**src/rtl/pipe_ctrl_unit_pkg.sv**
```systemverilog
// Shared definitions for the pipeline control unit: stage indices, redirect constants,
// mul/div handshake state encoding and the load-use hazard test.
package pipe_ctrl_unit_pkg;

    localparam int NUM_STAGES_DEF = 5;

    localparam int STAGE_IF  = 0;
    localparam int STAGE_ID  = 1;
    localparam int STAGE_EX  = 2;
    localparam int STAGE_MEM = 3;
    localparam int STAGE_WB  = 4;

    localparam logic [31:0] EXC_VEC_DEF   = 32'hBFC00380;
    localparam logic [31:0] ERET_CODE_DEF = 32'h0000000E;

    typedef enum logic [1:0] {
        MD_IDLE = 2'd0,
        MD_BUSY = 2'd1,
        MD_DONE = 2'd2
    } md_state_e;

    // Register $zero never carries a real dependency, so it can never interlock.
    function automatic logic load_use_hazard(
        input logic       ex_rmem,
        input logic [4:0] ex_rt,
        input logic [4:0] id_rs,
        input logic [4:0] id_rt
    );
        return ex_rmem && (ex_rt != 5'd0) && ((ex_rt == id_rs) || (ex_rt == id_rt));
    endfunction

endpackage

```
**src/rtl/pipe_ctrl_unit_if.sv**
```systemverilog
// Bundle between the pipeline control unit and the datapath / mul-div unit.
// master = datapath side, slave = control unit side.
interface pipe_ctrl_unit_if #(
    parameter int NUM_STAGES = 5
);

    logic [NUM_STAGES-1:0] stall_req;
    logic [4:0]            id_rs;
    logic [4:0]            id_rt;
    logic [4:0]            ex_rt;
    logic                  ex_rmem;
    logic                  md_op;
    logic                  md_done;
    logic                  md_start;
    logic                  md_abort;
    logic                  exc_valid;
    logic [31:0]           exc_code;
    logic [31:0]           cp0_epc;
    logic [NUM_STAGES-1:0] stall;
    logic [NUM_STAGES-1:0] flush;
    logic                  redirect_valid;
    logic [31:0]           redirect_pc;
    logic [31:0]           stall_cycles;

    modport master (
        output stall_req, id_rs, id_rt, ex_rt, ex_rmem,
        output md_op, md_done, exc_valid, exc_code, cp0_epc,
        input  md_start, md_abort, stall, flush,
        input  redirect_valid, redirect_pc, stall_cycles
    );

    modport slave (
        input  stall_req, id_rs, id_rt, ex_rt, ex_rmem,
        input  md_op, md_done, exc_valid, exc_code, cp0_epc,
        output md_start, md_abort, stall, flush,
        output redirect_valid, redirect_pc, stall_cycles
    );

endinterface

```
**src/rtl/pipe_ctrl_unit_md_handshake.sv**
```systemverilog
// Start/busy/done handshake with the multi-cycle mul/div unit: one start pulse per
// instruction, EX held while the unit works, abort pulse if an exception kills the op.
module pipe_ctrl_unit_md_handshake
    import pipe_ctrl_unit_pkg::*;
(
    input  logic clk,
    input  logic resetn,
    input  logic md_op,
    input  logic md_done,
    input  logic exc_valid,
    output logic md_start,
    output logic md_abort,
    output logic md_busy
);

    md_state_e state_q;
    md_state_e state_d;
    logic      start_c;
    logic      abort_c;

    always_comb begin
        state_d = state_q;
        start_c = 1'b0;
        abort_c = 1'b0;
        md_busy = 1'b0;
        case (state_q)
            MD_IDLE: begin
                if (md_op && !exc_valid) begin
                    start_c = 1'b1;
                    md_busy = 1'b1;
                    state_d = MD_BUSY;
                end
            end
            MD_BUSY: begin
                md_busy = 1'b1;
                if (exc_valid) begin
                    abort_c = 1'b1;
                    state_d = MD_IDLE;
                end else if (md_done) begin
                    state_d = MD_DONE;
                end
            end
            // The op leaves EX this cycle; md_op is still high but must not restart the unit.
            MD_DONE: begin
                state_d = MD_IDLE;
            end
            default: begin
                state_d = MD_IDLE;
            end
        endcase
    end

    assign md_start = start_c & resetn;
    assign md_abort = abort_c & resetn;

    always_ff @(posedge clk or negedge resetn) begin
        if (!resetn) begin
            state_q <= MD_IDLE;
        end else begin
            state_q <= state_d;
        end
    end

endmodule

```
**src/rtl/pipe_ctrl_unit.sv**
```systemverilog
// Pipeline control for the N-stage MIPS core: per-stage stall/flush, load-use interlock,
// mul/div handshake and exception/ERET redirect with a pending hold while IF is stalled.
module pipe_ctrl_unit
    import pipe_ctrl_unit_pkg::*;
#(
    parameter int          NUM_STAGES = NUM_STAGES_DEF,
    parameter int          LU_STAGE   = STAGE_ID,
    parameter int          MD_STAGE   = STAGE_EX,
    parameter logic [31:0] EXC_VEC    = EXC_VEC_DEF,
    parameter logic [31:0] ERET_CODE  = ERET_CODE_DEF
) (
    input  logic            clk,
    input  logic            resetn,
    pipe_ctrl_unit_if.slave bus
);

    logic                  lu;
    logic                  md_busy;
    logic                  md_start;
    logic                  md_abort;
    logic [NUM_STAGES-1:0] req_vec;
    logic [NUM_STAGES-1:0] stall_raw;
    logic [NUM_STAGES-1:0] flush_vec;
    logic [NUM_STAGES-1:0] stall_vec;
    logic [31:0]           target;
    logic                  pend_q;
    logic                  pend_d;
    logic [31:0]           pc_q;
    logic [31:0]           pc_d;
    logic [31:0]           stall_cycles_q;
    logic [31:0]           stall_cycles_d;

    pipe_ctrl_unit_md_handshake u_md_handshake (
        .clk       (clk),
        .resetn    (resetn),
        .md_op     (bus.md_op),
        .md_done   (bus.md_done),
        .exc_valid (bus.exc_valid),
        .md_start  (md_start),
        .md_abort  (md_abort),
        .md_busy   (md_busy)
    );

    assign lu = load_use_hazard(bus.ex_rmem, bus.ex_rt, bus.id_rs, bus.id_rt);

    always_comb begin
        req_vec           = bus.stall_req;
        req_vec[LU_STAGE] = req_vec[LU_STAGE] | lu;
        req_vec[MD_STAGE] = req_vec[MD_STAGE] | md_busy;
    end

    // A stalled stage holds every younger stage; the first stage past the stall gets a bubble.
    for (genvar g = 0; g < NUM_STAGES; g++) begin : g_stage
        assign stall_raw[g] = |req_vec[NUM_STAGES-1:g];
        if (g == 0) begin : g_first
            assign flush_vec[g] = bus.exc_valid;
        end else begin : g_rest
            assign flush_vec[g] = bus.exc_valid | (stall_raw[g-1] & ~stall_raw[g]);
        end
    end

    assign stall_vec = stall_raw & ~flush_vec;

    assign target = (bus.exc_code == ERET_CODE) ? bus.cp0_epc : EXC_VEC;

    always_comb begin
        pend_d = pend_q;
        pc_d   = pc_q;
        if (bus.exc_valid && bus.stall_req[STAGE_IF]) begin
            pend_d = 1'b1;
            pc_d   = target;
        end else if (pend_q && !bus.stall_req[STAGE_IF]) begin
            pend_d = 1'b0;
        end
        stall_cycles_d = stall_cycles_q + {31'd0, stall_vec[STAGE_IF]};
    end

    always_ff @(posedge clk or negedge resetn) begin
        if (!resetn) begin
            pend_q         <= 1'b0;
            pc_q           <= 32'd0;
            stall_cycles_q <= 32'd0;
        end else begin
            pend_q         <= pend_d;
            pc_q           <= pc_d;
            stall_cycles_q <= stall_cycles_d;
        end
    end

    // A fresh exception outranks the one still waiting for IF.
    assign bus.redirect_valid = bus.exc_valid | pend_q;
    assign bus.redirect_pc    = (pend_q && !bus.exc_valid) ? pc_q : target;
    assign bus.stall          = stall_vec;
    assign bus.flush          = flush_vec;
    assign bus.md_start       = md_start;
    assign bus.md_abort       = md_abort;
    assign bus.stall_cycles   = stall_cycles_q;

endmodule
```
**src/flat_wrapper.sv**
```systemverilog
// flat-port wrapper written by rule: the top's interface ports become plain ports
module pipe_ctrl_unit_flat import pipe_ctrl_unit_pkg::*;
#(
    parameter int          NUM_STAGES = NUM_STAGES_DEF,
    parameter int          LU_STAGE   = STAGE_ID,
    parameter int          MD_STAGE   = STAGE_EX,
    parameter logic [31:0] EXC_VEC    = EXC_VEC_DEF,
    parameter logic [31:0] ERET_CODE  = ERET_CODE_DEF
)
  (clk, resetn, bus_stall_req, bus_id_rs, bus_id_rt, bus_ex_rt, bus_ex_rmem, bus_md_op, bus_md_done, bus_exc_valid, bus_exc_code, bus_cp0_epc, bus_md_start, bus_md_abort, bus_stall, bus_flush, bus_redirect_valid, bus_redirect_pc, bus_stall_cycles);
  pipe_ctrl_unit_if #(.NUM_STAGES(NUM_STAGES)) bus_i ();
  input  logic clk;
  input  logic resetn;
  input wire logic [$bits(bus_i.stall_req)-1:0] bus_stall_req;
  input wire logic [$bits(bus_i.id_rs)-1:0] bus_id_rs;
  input wire logic [$bits(bus_i.id_rt)-1:0] bus_id_rt;
  input wire logic [$bits(bus_i.ex_rt)-1:0] bus_ex_rt;
  input wire logic [$bits(bus_i.ex_rmem)-1:0] bus_ex_rmem;
  input wire logic [$bits(bus_i.md_op)-1:0] bus_md_op;
  input wire logic [$bits(bus_i.md_done)-1:0] bus_md_done;
  input wire logic [$bits(bus_i.exc_valid)-1:0] bus_exc_valid;
  input wire logic [$bits(bus_i.exc_code)-1:0] bus_exc_code;
  input wire logic [$bits(bus_i.cp0_epc)-1:0] bus_cp0_epc;
  output wire logic [$bits(bus_i.md_start)-1:0] bus_md_start;
  output wire logic [$bits(bus_i.md_abort)-1:0] bus_md_abort;
  output wire logic [$bits(bus_i.stall)-1:0] bus_stall;
  output wire logic [$bits(bus_i.flush)-1:0] bus_flush;
  output wire logic [$bits(bus_i.redirect_valid)-1:0] bus_redirect_valid;
  output wire logic [$bits(bus_i.redirect_pc)-1:0] bus_redirect_pc;
  output wire logic [$bits(bus_i.stall_cycles)-1:0] bus_stall_cycles;
  assign bus_i.stall_req = bus_stall_req;
  assign bus_i.id_rs = bus_id_rs;
  assign bus_i.id_rt = bus_id_rt;
  assign bus_i.ex_rt = bus_ex_rt;
  assign bus_i.ex_rmem = bus_ex_rmem;
  assign bus_i.md_op = bus_md_op;
  assign bus_i.md_done = bus_md_done;
  assign bus_i.exc_valid = bus_exc_valid;
  assign bus_i.exc_code = bus_exc_code;
  assign bus_i.cp0_epc = bus_cp0_epc;
  assign bus_md_start = bus_i.md_start;
  assign bus_md_abort = bus_i.md_abort;
  assign bus_stall = bus_i.stall;
  assign bus_flush = bus_i.flush;
  assign bus_redirect_valid = bus_i.redirect_valid;
  assign bus_redirect_pc = bus_i.redirect_pc;
  assign bus_stall_cycles = bus_i.stall_cycles;
  pipe_ctrl_unit #(.NUM_STAGES(NUM_STAGES), .LU_STAGE(LU_STAGE), .MD_STAGE(MD_STAGE), .EXC_VEC(EXC_VEC), .ERET_CODE(ERET_CODE)) u_core (.clk(clk), .resetn(resetn), .bus(bus_i));
endmodule
```
**config.mk**
```make
export PLATFORM = sky130hd
export DESIGN_NAME = pipe_ctrl_unit_flat
export DESIGN_NICKNAME = d
export VERILOG_FILES = /design/src/rtl/pipe_ctrl_unit_pkg.sv /design/src/rtl/pipe_ctrl_unit_if.sv /design/src/rtl/pipe_ctrl_unit_md_handshake.sv /design/src/rtl/pipe_ctrl_unit.sv /design/src/flat_wrapper.sv
export SDC_FILE = /design/constraint.sdc
export NUM_CORES = 1
export LEC_CHECK = 0
export ABC_CLOCK_PERIOD_IN_PS = 9600
export CORE_MARGIN = 1
export CORE_UTILIZATION = 45
export CTS_CLUSTER_DIAMETER = 200
export CTS_CLUSTER_SIZE = 8
export DETAILED_ROUTE_END_ITERATION = 10
export GPL_ROUTABILITY_DRIVEN = 0
export HOLD_SLACK_MARGIN = 0.08
export PLACE_DENSITY = 0.85
export SLEW_MARGIN = 40
export SYNTH_ARGS = -nofsm -noshare
export SYNTH_HDL_FRONTEND = slang
export SYNTH_HIERARCHICAL = 1
export SYNTH_SLANG_ARGS = --single-unit
```
**constraint.sdc**
```tcl
create_clock -name clk -period 9.6 [get_ports clk]
set_clock_uncertainty 0.2 [all_clocks]
set_input_delay 2.88 -clock clk [delete_from_list [all_inputs] [get_ports clk]]
set_output_delay 2.88 -clock clk [all_outputs]
set_load 0.01 [all_outputs]
```
==> impl_metrics.toml, run 1 <==
[detailed_routing]
drt_iter0_markers = 119
antenna_left = 0
post_drt_wl_per_cell_um = 15.2
via_count = 3506
drcViolationCount = 0
routed_wl_mm = 9.86
first_pass_iters = 5
viasPerCell = 5.39

[sta]
min_period_over_period_pct = 89.7
relSlewSlack_pct = 54.3
worst_pin_slew_ns = 0.683
period_needed_ns = 8.61
clock.fmax_mhz = 116
finalHoldViolations = 0
rsz0062_at_grt = "no"
fin_setup_tns_ns = 0
setup_viol = 0
slew_viol_final = 0

[die]
die_x_um = 94.0
die-area_sq_um = 8830
die_h_um = 94.0
coreArea_sq_um = 8220
initial_core_util_pct = 46.3
ios = 167
rows = 33

[critical_path]
r2r_cells = 12
rr_startpoint = "u_core/u_md_handshake/state_q[0]"
crit_chain = "clkdlybuf4s50_1, buf_4, nand2b_1, a21oi_1, or4_1, nor3b_1, a21oi_1, a21bo_2, clkdlybuf4s50_1"
rrSetupSlack_ns = 6.36
slowest_stage = "or4_1"
cp.arrival_ns = 5.53
cp-start-kind = "primary input"
crit_family = "buffers and inverters"
required_ns = 6.52
slowest_delay_ns = 0.59
crit_cells = 9
crit_path_max_fanout = 19
path_class = "in -> out"
crit_buf_inv = 3
crit_start = "bus_exc_valid"
crit_path_end_kind = "output pin"
endpoint = "bus_flush[1]"
worstReg2RegEnd = "u_core/bus.stall_cycles[26]"

[placed_design]
dp_cells = 634
hpwlAfterDp_mm = 7.22
io_buffers = 166

[hold_path]
hold_class = "reg -> reg"
min_from = "u_core/bus.stall_cycles[31]"

[clocking]
cts_buffers = 9
clk_pin_slew_ns = 0.07
post-cts-setup-buffers = 0
cts_tree = "done"
clk_latency_ns = 0.33
cts-root-buf = "clkbuf_8"
cts_resized = 0
cts_sinks = 67
postCtsHoldBufs = 0
htreeDepth = 3
clock_path_buffers = 2

[status]
status = "finished, final reports clean"

[synth]
syn_inst = 381
yosys_warnings = 6
syn-num-nets = 473
synthTopCellsByArea = "dfrtp_1 44%, a31o_1 8.3%, xnor2_1 4.8%, xor2_1 4.4%, a31oi_1 3.9%"
synth-seq-area-share_pct = 44.0
syn_avg_cell_area_sq_um = 9.99
syn_area_sq_um = 3810
async_reset_ff_share_pct = 100
synth_largest_area_cell = "dfrtp_1"
yosys_most_used_dff = "dfrtp_1"
synthTopCellsByCount = "67 x dfrtp_1, 36 x a31o_1, 36 x nor2_1"
ys_types = 45
synth-edff-count = 0
synth.top_cell.area_share_pct = 44.0
ys_ff_latch = 67
yosysMostFrequentCell = "dfrtp_1"

[power_and_ir_drop]
p_sw_share_pct = 28.5
powerDensity_nw_per_um2 = 115
power_mw = 0.652
internal_power_mw = 0.466
peakVddDrop_uv = 156
leakagePower_nw = 2.33
net-switching-power_mw = 0.186
comb_power_share_pct = 20.8
seqPwrFrac_pct = 48.5
clkPwrFrac_pct = 30.8

[layout]
diodes = 0
stdcell_count = 650
area_growth_pct = 49.2
utilization_pct = 69.1
fillers = 628
drive_gt1_share_pct = 8.26
layout.nets = 632

[global_route]
grt_first_pass_wirelength_mm = 16.1
grt_overflow_total = 0
grt_pass1_vias = 3557
grt_usage_pct = 23.3
grt_start_max_net_pins = 68
antenna_found_initial = 0

[flow_run]
max_cap_violations = 0
-- layer usage --
metal  vias to the layer above  share of wire [%]  global-route usage, %
met3                        26                6.6                   5.34
met1                      1659                 41                   27.9
li1                       1677                  -                      -
met2                       144                 50                   40.1
met4                         0                2.4                   9.62
met5                         -                  0                      0
-- worst reg2reg max path, cell delays in order, from the launching register on --
cell and delay, ns:
dfrtp_1 0.40, inv_1 0.09, a21oi_1 0.22, or4_1 0.22
nor3_1 0.08, a21o_1 0.17, a21oi_1 0.17, ha_1 0.24
ha_1 0.21, and4_1 0.34, nor3b_1 0.46, nand4_1 0.18
xnor2_1 0.15
-- cell type report --
| cell class | instances | area, sq um | area share [%] |
|---|---|---|---|
| clock inverters | 7 | 45.0 | 0.793 |
| flip-flops and latches | 67 | 1680 | 29.5 |
| inverters | 16 | 60.1 | 1.06 |
| well taps | 105 | 131 | 2.31 |
| multi-input cells | 276 | 1940 | 34.2 |
| repair buffers | 170 | 1700 | 30.0 |
| clock buffers | 9 | 124 | 2.18 |
-- registers in the layout (all words and copies together) (netlist names) --
signal,cells
u_core/bus.stall_cycles,32
u_core/pc_q,32
u_core/pend_q,1
u_core/u_md_handshake/state_q,2
-- stage by stage --
step	worst slack [ns]	hold slack, ns	area, sq um
after floorplan	2.37	0.308	3810
after global placement	1.11	0.264	5500
after detailed placement	1.03	0.261	5510
after CTS	1.01	0.276	5680
after global routing	0.891	0.296	5680
final	0.991	0.270	5680
-- cells in the final DEF (no fill, tap or decap), types with 2 or more instances in the layout --
cell             instances
clkdlybuf4s50_1        165
dfrtp_1                 67
nor2_1                  36
a31o_1                  36
a31oi_1                 24
xnor2_1                 21
nor2b_1                 21
and2_1                  21
xor2_1                  19
inv_1                   16
nand3_1                 12
nand2_1                 11
nand4_1                 10
clkbuf_8                 9
nor3_1                   6
nor4_2                   6
a21oi_1                  5
clkinvlp_4               4
and4_1                   4
nand2b_1                 4
a31o_2                   4
clkinv_2                 3
a21o_1                   3
and3_1                   3
nor3_2                   3
nor4_1                   3
buf_4                    2
or4_1                    2
nand4_2                  2
nor3b_1                  2
ha_1                     2
-- power by group through the flow --
| stage | Clock (mW) | Sequential, mW | Combinational, mW |
|---|---|---|---|
| after detailed placement | 0 | 0.321 | 0.134 |
| after global routing | 0.219 | 0.319 | 0.146 |
| after global placement | 0 | 0.320 | 0.131 |
| final | 0.201 | 0.316 | 0.136 |
| after CTS | 0.207 | 0.316 | 0.136 |
| after floorplan | 0 | 0.324 | 0.0407 |
-- worst min path at each step --
stage / slack (ns) / end / cells past startpoint
6_report: 0.27 / u_core/bus.stall_cycles[31] / 1
4_1_cts: 0.28 / u_core/bus.stall_cycles[31] / 1
5_1_grt: 0.30 / u_core/bus.stall_cycles[31] / 1
2_1_floorplan: 0.31 / u_core/bus.stall_cycles[31] / 1
3_5_place_dp: 0.26 / u_core/bus.stall_cycles[31] / 1
3_3_place_gp: 0.26 / u_core/bus.stall_cycles[31] / 1
-- kinds of logic after synthesis --
| kind of cell | synth area share, % |
|---|---|
| AO/OA/AOI/OAI | 15.5 |
| XOR/XNOR | 9.20 |
| adder cells (fa/ha/maj) | 0.657 |
| buffers and inverters | 5.10 |
| flip-flops | 44.1 |
| AND/OR/NAND/NOR | 25.5 |
(Power assumes the default switching activity.)
==> run 2: changes to the inputs <==
HOLD_SLACK_MARGIN = 0.12   (was 0.08)
==> results of run 2 <==
Final layout, timing and power as in run 1 (identical DEF).
==> run 3: changes to the inputs <==
CORE_UTILIZATION = 46   (was 45)
CTS_BUF_LIST = sky130_fd_sc_hd__clkbuf_4 sky130_fd_sc_hd__clkbuf_8 sky130_fd_sc_hd__clkbuf_16   (was not set)
PLACE_DENSITY = 0.87   (was 0.85)
SYNTH_HIERARCHICAL = not set   (was 1)
==> impl_metrics.toml, run 3 <==
[status]
status = "finished, final reports clean"

[layout]
final_cell_mix = "165 x clkdlybuf4s50_1, 67 x dfrtp_1, 37 x nor2_1, 36 x a31o_1"
diodes = 0
multi_input_area_sq_um = 1910
seqCellArea_sq_um = 1680
layout.nets = 637
drive_gt1_share_pct = 6.92
layout_commonest_cell = "clkdlybuf4s50_1"
area_growth_pct = 50.8
fillers = 584

[synth]
synth-edff-count = 0
syn_avg_cell_area_sq_um = 9.77
async_reset_ff_share_pct = 100
synth-seq-area-share_pct = 44.1
syn_area_sq_um = 3800
synth_largest_area_cell = "dfrtp_1"
syn-num-nets = 482
synthTopCellsByCount = "67 x dfrtp_1, 37 x nor2_1, 36 x a31o_1"
yosys_most_used_dff = "dfrtp_1"
syn_inst = 389
yosys_warnings = 0
yosysMostFrequentCell = "dfrtp_1"
synthTopCellsByArea = "dfrtp_1 44%, a31o_1 8.3%, xnor2_1 5.8%, and2_1 4.4%, a31oi_1 4.3%"
synth.top_cell.area_share_pct = 44.1
ys_ff_latch = 67
ys_types = 37

[critical_path]
r2r_cells = 10
crit_buf_inv = 2
worstReg2RegEnd = "u_core.bus.stall_cycles[30]"
rr_startpoint = "u_core.u_md_handshake.state_q[1]"
crit_path_end_kind = "output pin"
crit_family = "buffers and inverters"
cp.arrival_ns = 5.38
cp-start-kind = "primary input"
crit_chain = "clkdlybuf4s50_1, nor3b_1, nor4b_2, a31o_2, a31o_2, clkdlybuf4s50_1"
slowest_delay_ns = 0.81
rrSetupSlack_ns = 6.17
slowest_stage = "clkdlybuf4s50_1"
path_class = "in -> out"
crit_path_max_fanout = 19
required_ns = 6.52

[sta]
setup_viol = 0
relSlewSlack_pct = 51.6
worst_pin_slew_ns = 0.724
slew_viol_final = 0
clock.fmax_mhz = 118
period_needed_ns = 8.46
finalHoldViolations = 0
min_period_over_period_pct = 88.2
rsz0062_at_grt = "no"
fin_setup_tns_ns = 0

[clocking]
cts_resized = 0
clk_pin_slew_ns = 0.07
cts_buffers = 9
postCtsHoldBufs = 0
clock_path_buffers = 2
post-cts-setup-buffers = 0
cts_sinks = 67
clk_latency_ns = 0.34
cts-root-buf = "clkbuf_8"
htreeDepth = 3
cts_tree = "done"

[detailed_routing]
drcViolationCount = 0
drt_iter0_markers = 189
viasPerCell = 5.50
via_count = 3580
routed_wl_mm = 9.99
post_drt_wl_per_cell_um = 15.3
first_pass_iters = 4
antenna_left = 0

[die]
coreArea_sq_um = 7850
ios = 167
die_h_um = 92.9
initial_core_util_pct = 48.4
die_x_um = 92.9
rows = 32
die-area_sq_um = 8630

[global_route]
grt_usage_pct = 23.4
grt_first_pass_wirelength_mm = 16.0
antenna_found_initial = 0
grt_pass1_vias = 3503
grt_overflow_total = 0
grt_start_max_net_pins = 65

[hold_path]
worst_hold_path.endpoint = "u_core.bus.stall_cycles[28]"
hold_depth = 1
min_from = "u_core.bus.stall_cycles[28]"
hold_class = "reg -> reg"

[placed_design]
hpwlAfterDp_mm = 7.14
io_buffers = 166

[power_and_ir_drop]
leakagePower_nw = 2.35
peakVddDrop_uv = 134
power_mw = 0.763
powerDensity_nw_per_um2 = 133

[flow_run]
max_cap_violations = 0
run 3: cell count changes in the layout (fill, tap and decap cells not counted), sizes merged, moves of 3 or more:
cell,change
nand4,+4
and2,+5
and3,+3
xor2,-4
bufinv,+4
clkinvlp,-4
a21oi,-4
xnor2,+4
nor3,-3
a31o,+4
run 3: worst max-delay path by stage:
stage	start	to	slack, ns	cells after the start
2_1_floorplan	bus_exc_code[18]	bus_redirect_pc[10]	2.43	5
3_3_place_gp	bus_exc_code[9]	bus_redirect_pc[2]	1.19	7
3_5_place_dp	bus_exc_valid	bus_flush[1]	1.13	6
4_1_cts	bus_exc_valid	bus_flush[1]	1.13	6
5_1_grt	bus_exc_valid	bus_flush[1]	0.95	6
6_report	bus_exc_valid	bus_flush[1]	1.14	6
run 3: metrics by stage:
stage / cell area [sq um] / hold slack (ns) / cells / utilization, % / setup WS (ns)
global placement: 5460 / 0.262 / 635 / 69.6 / 1.19
finish: 5730 / 0.298 / 651 / 73.1 / 1.14
global route: 5730 / 0.319 / 651 / 73.1 / 0.952
detailed placement: 5460 / 0.284 / 635 / 69.6 / 1.13
floorplan: 3800 / 0.276 / 389 / - / 2.43
CTS: 5730 / 0.303 / 651 / 73.1 / 1.13
run 3: cell families (layout without fill, tap and decap cells):
group	after synthesis	count (layout)	share of synthesized area (%)
and+or+nand+nor	160	160	24.5
DFF	67	67	44.1
xor gates and xnor gates	40	40	9.22
adders and majority gates	3	3	0.988
AOI/OAI and AO/OA	77	77	15.5
buffers and inverters	42	202	5.63
run 3: metal layers:
metal  vias up  wire length (um)  share of wire (%)  track usage (%)
met2       136              5070                 51             41.6
li1       1693                 -                  -                -
met4         0               237                2.4             8.85
met3        22               752                7.5             6.24
met1      1729              3930                 39             26.7
met5         -                 0                  0                0
run 3: layout make-up:
cell class	count	area share (%)
inverters	16	1.05
flip-flops and latches	67	29.2
clock inverters	6	2.40
repair buffers	170	29.4
clock buffers	10	2.29
multi-input cells	280	33.4
well taps	102	2.23
run 3: power breakdown:
part / total [mW] / switching (mW) / internal [mW]
sequential: 0.317 / 0.0205 / 0.297
clock: 0.311 / 0.108 / 0.203
combinational: 0.135 / 0.0572 / 0.0779
total: 0.763 / 0.186 / 0.577
